File: src/rtl/lstm_fx_pkg.sv
// Q4.13 fixed-point definitions shared by the LSTM cell-state, tanh and hidden-multiply stages.
package lstm_fx_pkg;

    localparam int unsigned BITWIDTH = 18;
    localparam int unsigned FRAC     = 13;
    localparam int unsigned PROD_W   = 2 * BITWIDTH;
    localparam int unsigned SUM_W    = PROD_W + 1;
    localparam int          SAT_MAX  = 131071;
    localparam int          SAT_MIN  = -131072;

    typedef struct packed {
        logic signed [BITWIDTH-1:0] val;
        logic                       ovf;
    } fx_sat_t;

    function automatic fx_sat_t fx_sat(input logic signed [SUM_W-1:0] x);
        fx_sat_t r;
        if (x > SUM_W'(SAT_MAX)) begin
            r.val = BITWIDTH'(SAT_MAX);
            r.ovf = 1'b1;
        end else if (x < SUM_W'(SAT_MIN)) begin
            r.val = BITWIDTH'(SAT_MIN);
            r.ovf = 1'b1;
        end else begin
            r.val = x[BITWIDTH-1:0];
            r.ovf = 1'b0;
        end
        return r;
    endfunction

endpackage

File: src/rtl/fx_mac2_sat.sv
// Combinational sum of two Q8.26 products, rescaled to Q4.13 (floor) and saturated to 18 bits.
module fx_mac2_sat
    import lstm_fx_pkg::*;
(
    input  logic signed [PROD_W-1:0]   p_f_i,
    input  logic signed [PROD_W-1:0]   p_i_i,
    output logic signed [BITWIDTH-1:0] c_o,
    output logic                       sat_o
);

    logic signed [SUM_W-1:0] sum;
    logic signed [SUM_W-1:0] shifted;
    fx_sat_t                 res;

    always_comb begin
        sum     = SUM_W'(p_f_i) + SUM_W'(p_i_i);
        shifted = sum >>> FRAC;
        res     = fx_sat(shifted);
        c_o     = res.val;
        sat_o   = res.ovf;
    end

endmodule

File: src/rtl/lstm_cell_state.sv
// Streaming LSTM cell-state update c_t = f*c_{t-1} + i*g with per-element state memory.
// Optional saturation counter enabled by defining LSTM_CELL_SATCNT_EN.
module lstm_cell_state
    import lstm_fx_pkg::*;
#(
    parameter int unsigned NUM_CELLS = 32,
    parameter int unsigned IDX_W     = $clog2(NUM_CELLS)
) (
    input  logic                       clk_i,
    input  logic                       rst_ni,
    input  logic                       in_valid_i,
    output logic                       in_ready_o,
    input  logic signed [BITWIDTH-1:0] f_gate_i,
    input  logic signed [BITWIDTH-1:0] i_gate_i,
    input  logic signed [BITWIDTH-1:0] g_in_i,
    input  logic                       clear_state_i,
    output logic                       out_valid_o,
    input  logic                       out_ready_i,
    output logic signed [BITWIDTH-1:0] c_out_o,
    output logic [IDX_W-1:0]           c_idx_o,
    output logic                       c_last_o,
    output logic [15:0]                sat_count_o
);

    localparam logic [IDX_W-1:0] LastIdx = IDX_W'(NUM_CELLS - 1);

    logic [IDX_W-1:0]           idx_q, idx_d;
    logic                       zero_prev_q, zero_prev_d;
    logic                       pend_q, pend_d;
    logic                       s1_valid_q;
    logic signed [PROD_W-1:0]   s1_pf_q, s1_pi_q;
    logic [IDX_W-1:0]           s1_idx_q;
    logic                       out_valid_q;
    logic signed [BITWIDTH-1:0] c_out_q;
    logic [IDX_W-1:0]           c_idx_q;
    logic                       c_last_q;
    logic signed [BITWIDTH-1:0] mem_q [NUM_CELLS];

    logic                       advance, accept, s2_load, zero_eff;
    logic signed [BITWIDTH-1:0] c_old;
    logic signed [PROD_W-1:0]   p_f, p_i;
    logic signed [BITWIDTH-1:0] mac_c;
    logic                       mac_sat;

    assign advance = !out_valid_q || out_ready_i;
    assign accept  = in_valid_i && advance;
    assign s2_load = advance && s1_valid_q;

    // A clear arriving with element 0 already applies to that element.
    assign zero_eff = zero_prev_q || (clear_state_i && idx_q == '0);
    assign c_old    = zero_eff ? '0 : mem_q[idx_q];
    assign p_f      = PROD_W'(f_gate_i) * PROD_W'(c_old);
    assign p_i      = PROD_W'(i_gate_i) * PROD_W'(g_in_i);

    always_comb begin
        idx_d       = idx_q;
        zero_prev_d = zero_prev_q;
        pend_d      = pend_q;
        if (accept) begin
            if (idx_q == LastIdx) begin
                idx_d       = '0;
                zero_prev_d = pend_q || clear_state_i;
                pend_d      = 1'b0;
            end else begin
                idx_d = idx_q + IDX_W'(1);
                if (clear_state_i) begin
                    if (idx_q == '0) begin
                        zero_prev_d = 1'b1;
                    end else begin
                        pend_d = 1'b1;
                    end
                end
            end
        end
    end

    fx_mac2_sat u_mac (
        .p_f_i (s1_pf_q),
        .p_i_i (s1_pi_q),
        .c_o   (mac_c),
        .sat_o (mac_sat)
    );

    always_ff @(posedge clk_i or negedge rst_ni) begin
        if (!rst_ni) begin
            idx_q       <= '0;
            zero_prev_q <= 1'b1;
            pend_q      <= 1'b0;
            s1_valid_q  <= 1'b0;
            s1_pf_q     <= '0;
            s1_pi_q     <= '0;
            s1_idx_q    <= '0;
            out_valid_q <= 1'b0;
            c_out_q     <= '0;
            c_idx_q     <= '0;
            c_last_q    <= 1'b0;
        end else begin
            idx_q       <= idx_d;
            zero_prev_q <= zero_prev_d;
            pend_q      <= pend_d;
            if (advance) begin
                s1_valid_q  <= accept;
                out_valid_q <= s1_valid_q;
                if (accept) begin
                    s1_pf_q  <= p_f;
                    s1_pi_q  <= p_i;
                    s1_idx_q <= idx_q;
                end
                if (s1_valid_q) begin
                    c_out_q  <= mac_c;
                    c_idx_q  <= s1_idx_q;
                    c_last_q <= (s1_idx_q == LastIdx);
                end
            end
        end
    end

    // State memory is deliberately not reset; zero_prev masks it after reset.
    always_ff @(posedge clk_i) begin
        if (s2_load) begin
            mem_q[s1_idx_q] <= mac_c;
        end
    end

`ifdef LSTM_CELL_SATCNT_EN
    logic [15:0] sat_count_q;

    always_ff @(posedge clk_i or negedge rst_ni) begin
        if (!rst_ni) begin
            sat_count_q <= '0;
        end else if (s2_load && mac_sat && sat_count_q != 16'hFFFF) begin
            sat_count_q <= sat_count_q + 16'd1;
        end
    end

    assign sat_count_o = sat_count_q;
`else
    logic unused_sat;
    assign unused_sat  = mac_sat;
    assign sat_count_o = '0;
`endif

    assign in_ready_o  = advance;
    assign out_valid_o = out_valid_q;
    assign c_out_o     = c_out_q;
    assign c_idx_o     = c_idx_q;
    assign c_last_o    = c_last_q;

endmodule

File: config.mk
export PLATFORM = sky130hd
export DESIGN_NAME = lstm_cell_state
export DESIGN_NICKNAME = d
export VERILOG_FILES = /design/src/rtl/lstm_fx_pkg.sv /design/src/rtl/fx_mac2_sat.sv /design/src/rtl/lstm_cell_state.sv
export SDC_FILE = /design/constraint.sdc
export NUM_CORES = 2
export LEC_CHECK = 0
export BUFFER_PORTS_ARGS = -buffer_cell sky130_fd_sc_hd__buf_2
export CAP_MARGIN = 15
export CORE_UTILIZATION = 50
export DETAILED_ROUTE_END_ITERATION = 8
export GPL_TIMING_DRIVEN = 0
export PLACE_DENSITY_LB_ADDON = 0.1
export SYNTH_ARGS = -nofsm -noshare
export SYNTH_HDL_FRONTEND = slang
export SYNTH_SLANG_ARGS = --single-unit
File: constraint.sdc
create_clock -name clk_i -period 16 [get_ports clk_i]
set_input_delay 1.6 -clock clk_i [delete_from_list [all_inputs] [get_ports clk_i]]
set_output_delay 1.6 -clock clk_i [all_outputs]
set_load 0.005 [all_outputs]
==> results.sh <==
export IMPL_wirelength_um=140000
export IMPL_antenna_left=0
export IMPL_status="finished, violations left"
export IMPL_synth_common_cells="724 x inv_1, 659 x fa_1, 576 x edfxtp_1"
export IMPL_max_freq_mhz=87.9
export IMPL_cp_end_kind="flop"
export IMPL_startpoint_type="flop"
export IMPL_async_reset_ff_share_pct=16.0
export IMPL_cts_htree_levels=3
export IMPL_cpMostUsedCell="inv_1"
export IMPL_core_area_um2=103000
export IMPL_fin_skew_ns=0.0534
export IMPL_hold_viol=0
export IMPL_cts_buffer_depth=3
export IMPL_diodes=0
export IMPL_drc=1
export IMPL_ys_types=78
export IMPL_cap_viol_max_count=0
export IMPL_violations="DRC"
export IMPL_die_area_um2=106000
export IMPL_grt_pass1_vias=34371
export IMPL_cts_repair_resized=0
export IMPL_yosysMostFrequentCell="inv_1"
export IMPL_ys_seq_area_share_pct=38.4
export IMPL_syn_area_per_cell_um2=12.3
export IMPL_n_fill_cell=8736
export IMPL_worst_pin_slew_ns=1.21
export IMPL_rows=118
export IMPL_multi_input_area_um2=28900
export IMPL_cts_tree="yes"
export IMPL_drt_iter0_markers=2723
export IMPL_required_ns=16.53
export IMPL_post_cts_setup_buffers=0
export IMPL_yosysTopAreaCell="edfxtp_1"
export IMPL_initial_core_util_pct=50.5
export IMPL_grt_usage_pct=27.3
export IMPL_netlist_instances=4244
export IMPL_cts_sinks=686
export IMPL_slew_headroom_pct=19.2
export IMPL_boundaryPins=101
export IMPL_gr_total_overflow=0
export IMPL_period_share_pct=71.1
export IMPL_synth_seq_cells=686
export IMPL_nets=5366
export IMPL_crit_fanout=10
export IMPL_drive_gt1_share_pct=11.1
export IMPL_max_stage_delay_ns=0.73
export IMPL_regArea_um2=20100
export IMPL_synth_area_leaders="edfxtp_1 33%, fa_1 25%, mux4_2 7.8%"
export IMPL_slew_viol_final=0
export IMPL_first_pass_iters=7
export IMPL_clk_latency_ns=0.65
export IMPL_grt_max_degree=73
export IMPL_fp_dieW_um=325
export IMPL_port_buffers=61
export IMPL_setup_violations=0
export IMPL_synthToLayoutAreaGrowth_pct=10.3
export IMPL_gp_congestion=0.915
export IMPL_cts_inserted_buffers=74
export IMPL_crit_type="flop to flop"
export IMPL_antenna_found_initial=2
export IMPL_synth_edff_count=576
export IMPL_post_drt_wl_per_cell_um=23.8
export IMPL_yosysWarnings=0
export IMPL_ys_flop_type="edfxtp_1"
export IMPL_die_y_um=325
export IMPL_rsz0062_at_grt="no"
export IMPL_cts_root_buf="clkbuf_16"
export IMPL_crit_arrival_ns=11.91
export IMPL_hp_class="flop to flop"
export IMPL_clk_pin_slew_worst_paths_ns=0.06
export IMPL_hold_buffers=0
export IMPL_period_needed_ns=11.38
export IMPL_vias_per_cell=5.61
export IMPL_grt_first_pass_wirelength_um=214000
export IMPL_cpMaxStageDelayCell="nor2_1"
export IMPL_dp_hpwl_um=106000
export IMPL_vias=32857
export IMPL_synth_top_area_share_pct=33.1
export IMPL_setup_tns_ns=0
export IMPL_syn_area_um2=52200
[critical path, delay by kind of cell (launching register included)]
kind                     cells  cell delay, ns
buffers and inverters       11            3.46
adder cells (fa/ha/maj)      8            3.92
AND/OR/NAND/NOR              4            1.26
AO/OA/AOI/OAI                8            1.86
multiplexers                 1            0.27
flip-flops                   1            0.37
XOR/XNOR                     1            0.10
[registers in the layout, summed over array words and instances (netlist names)]
name,flops
c_idx_o,5
c_last_o,1
c_out_o,18
idx_q,5
mem_q,576
out_valid_o,1
pend_q,1
s1_idx_q,5
s1_pf_q,36
s1_pi_q,36
s1_valid_q,1
zero_prev_q,1
[metrics by stage]
stage / cells / utilization [%] / instance area (µm²) / setup WS, ns / hold slack (ns)
3_5_place_dp: 5728 / 53.3 / 55100 / 4.76 / 0.457
2_1_floorplan: 4259 / - / 52300 / 7.35 / 0.439
6_report: 5862 / 55.7 / 57600 / 4.62 / 0.476
5_1_grt: 5862 / 55.7 / 57600 / 4.10 / 0.500
4_1_cts: 5861 / 55.7 / 57600 / 4.70 / 0.479
3_3_place_gp: 5700 / 52.5 / 54300 / 4.84 / 0.461
[routing by layer]
| metal | GRT usage (%) | wire, µm | up-vias | part of all wire [%] |
|---|---|---|---|---|
| met5 | 0 | 13 | - | 0.0093 |
| met4 | 7.05 | 3520 | 2 | 2.5 |
| met3 | 4.09 | 9060 | 195 | 6.5 |
| met2 | 45.9 | 69700 | 1060 | 50 |
| met1 | 37.4 | 57500 | 17304 | 41 |
| li1 | - | - | 14296 | - |
[area by class of cell]
| type | instances | share of cell area [%] |
|---|---|---|
| clock inverter | 37 | 0.847 |
| clock buffer | 96 | 3.43 |
| multi-input combinational | 2652 | 50.2 |
| tap | 1380 | 3.00 |
| sequential | 686 | 34.8 |
| timing repair buffer | 90 | 1.47 |
| inverter | 724 | 4.72 |
| buffer | 197 | 1.51 |
[final timing paths]
check | from | to | slack, ns | cells past startpoint
min reg2reg | c_idx_o[2] | c_idx_o[2] | 0.48 | 2
max in group asynchronous | rst_ni | c_out_o[12] | 14.37 | 2
max reg2reg | idx_q[1] | s1_pf_q[33] | 4.62 | 33
max | idx_q[1] | s1_pf_q[33] | 4.62 | 33
min in group asynchronous | rst_ni | s1_pf_q[16] | 0.88 | 1
min | c_idx_o[2] | c_idx_o[2] | 0.48 | 2
[cells by family after synthesis]
kind of cell,Yosys count,synth area share (%)
buffers and inverters,921,6.87
adders and majority gates,882,30.6
and+or+nand+nor,1113,10.1
other,1,0.00718
DFF,686,38.4
AOI/OAI and AO/OA,355,4.38
muxes,207,8.29
xor gates and xnor gates,79,1.32
[layout by cell type, fill, tap and decap left out, types with 12 or more instances in the layout]
cell,n
conb_1,16
inv_1,724
o211ai_1,12
or3_1,18
buf_2,81
nand3_1,31
clkbuf_16,75
dfrtp_1,109
ha_1,223
buf_4,21
nor2_1,102
fa_1,659
clkbuf_1,161
a21o_1,44
buf_12,12
nand2b_1,42
a31oi_1,23
a21oi_1,71
o21bai_1,14
nor3_1,20
buf_8,12
o21ai_0,92
o21a_1,14
xor2_1,24
mux4_2,180
xnor2_1,55
o31ai_1,12
nor2_4,32
and2_1,269
and3_1,12
edfxtp_1,576
mux2i_1,23
nand2_1,530
Power is left out: the tool's default activity adds up to more than one toggle a clock period on the data nets, which glitch-free logic cannot reach.
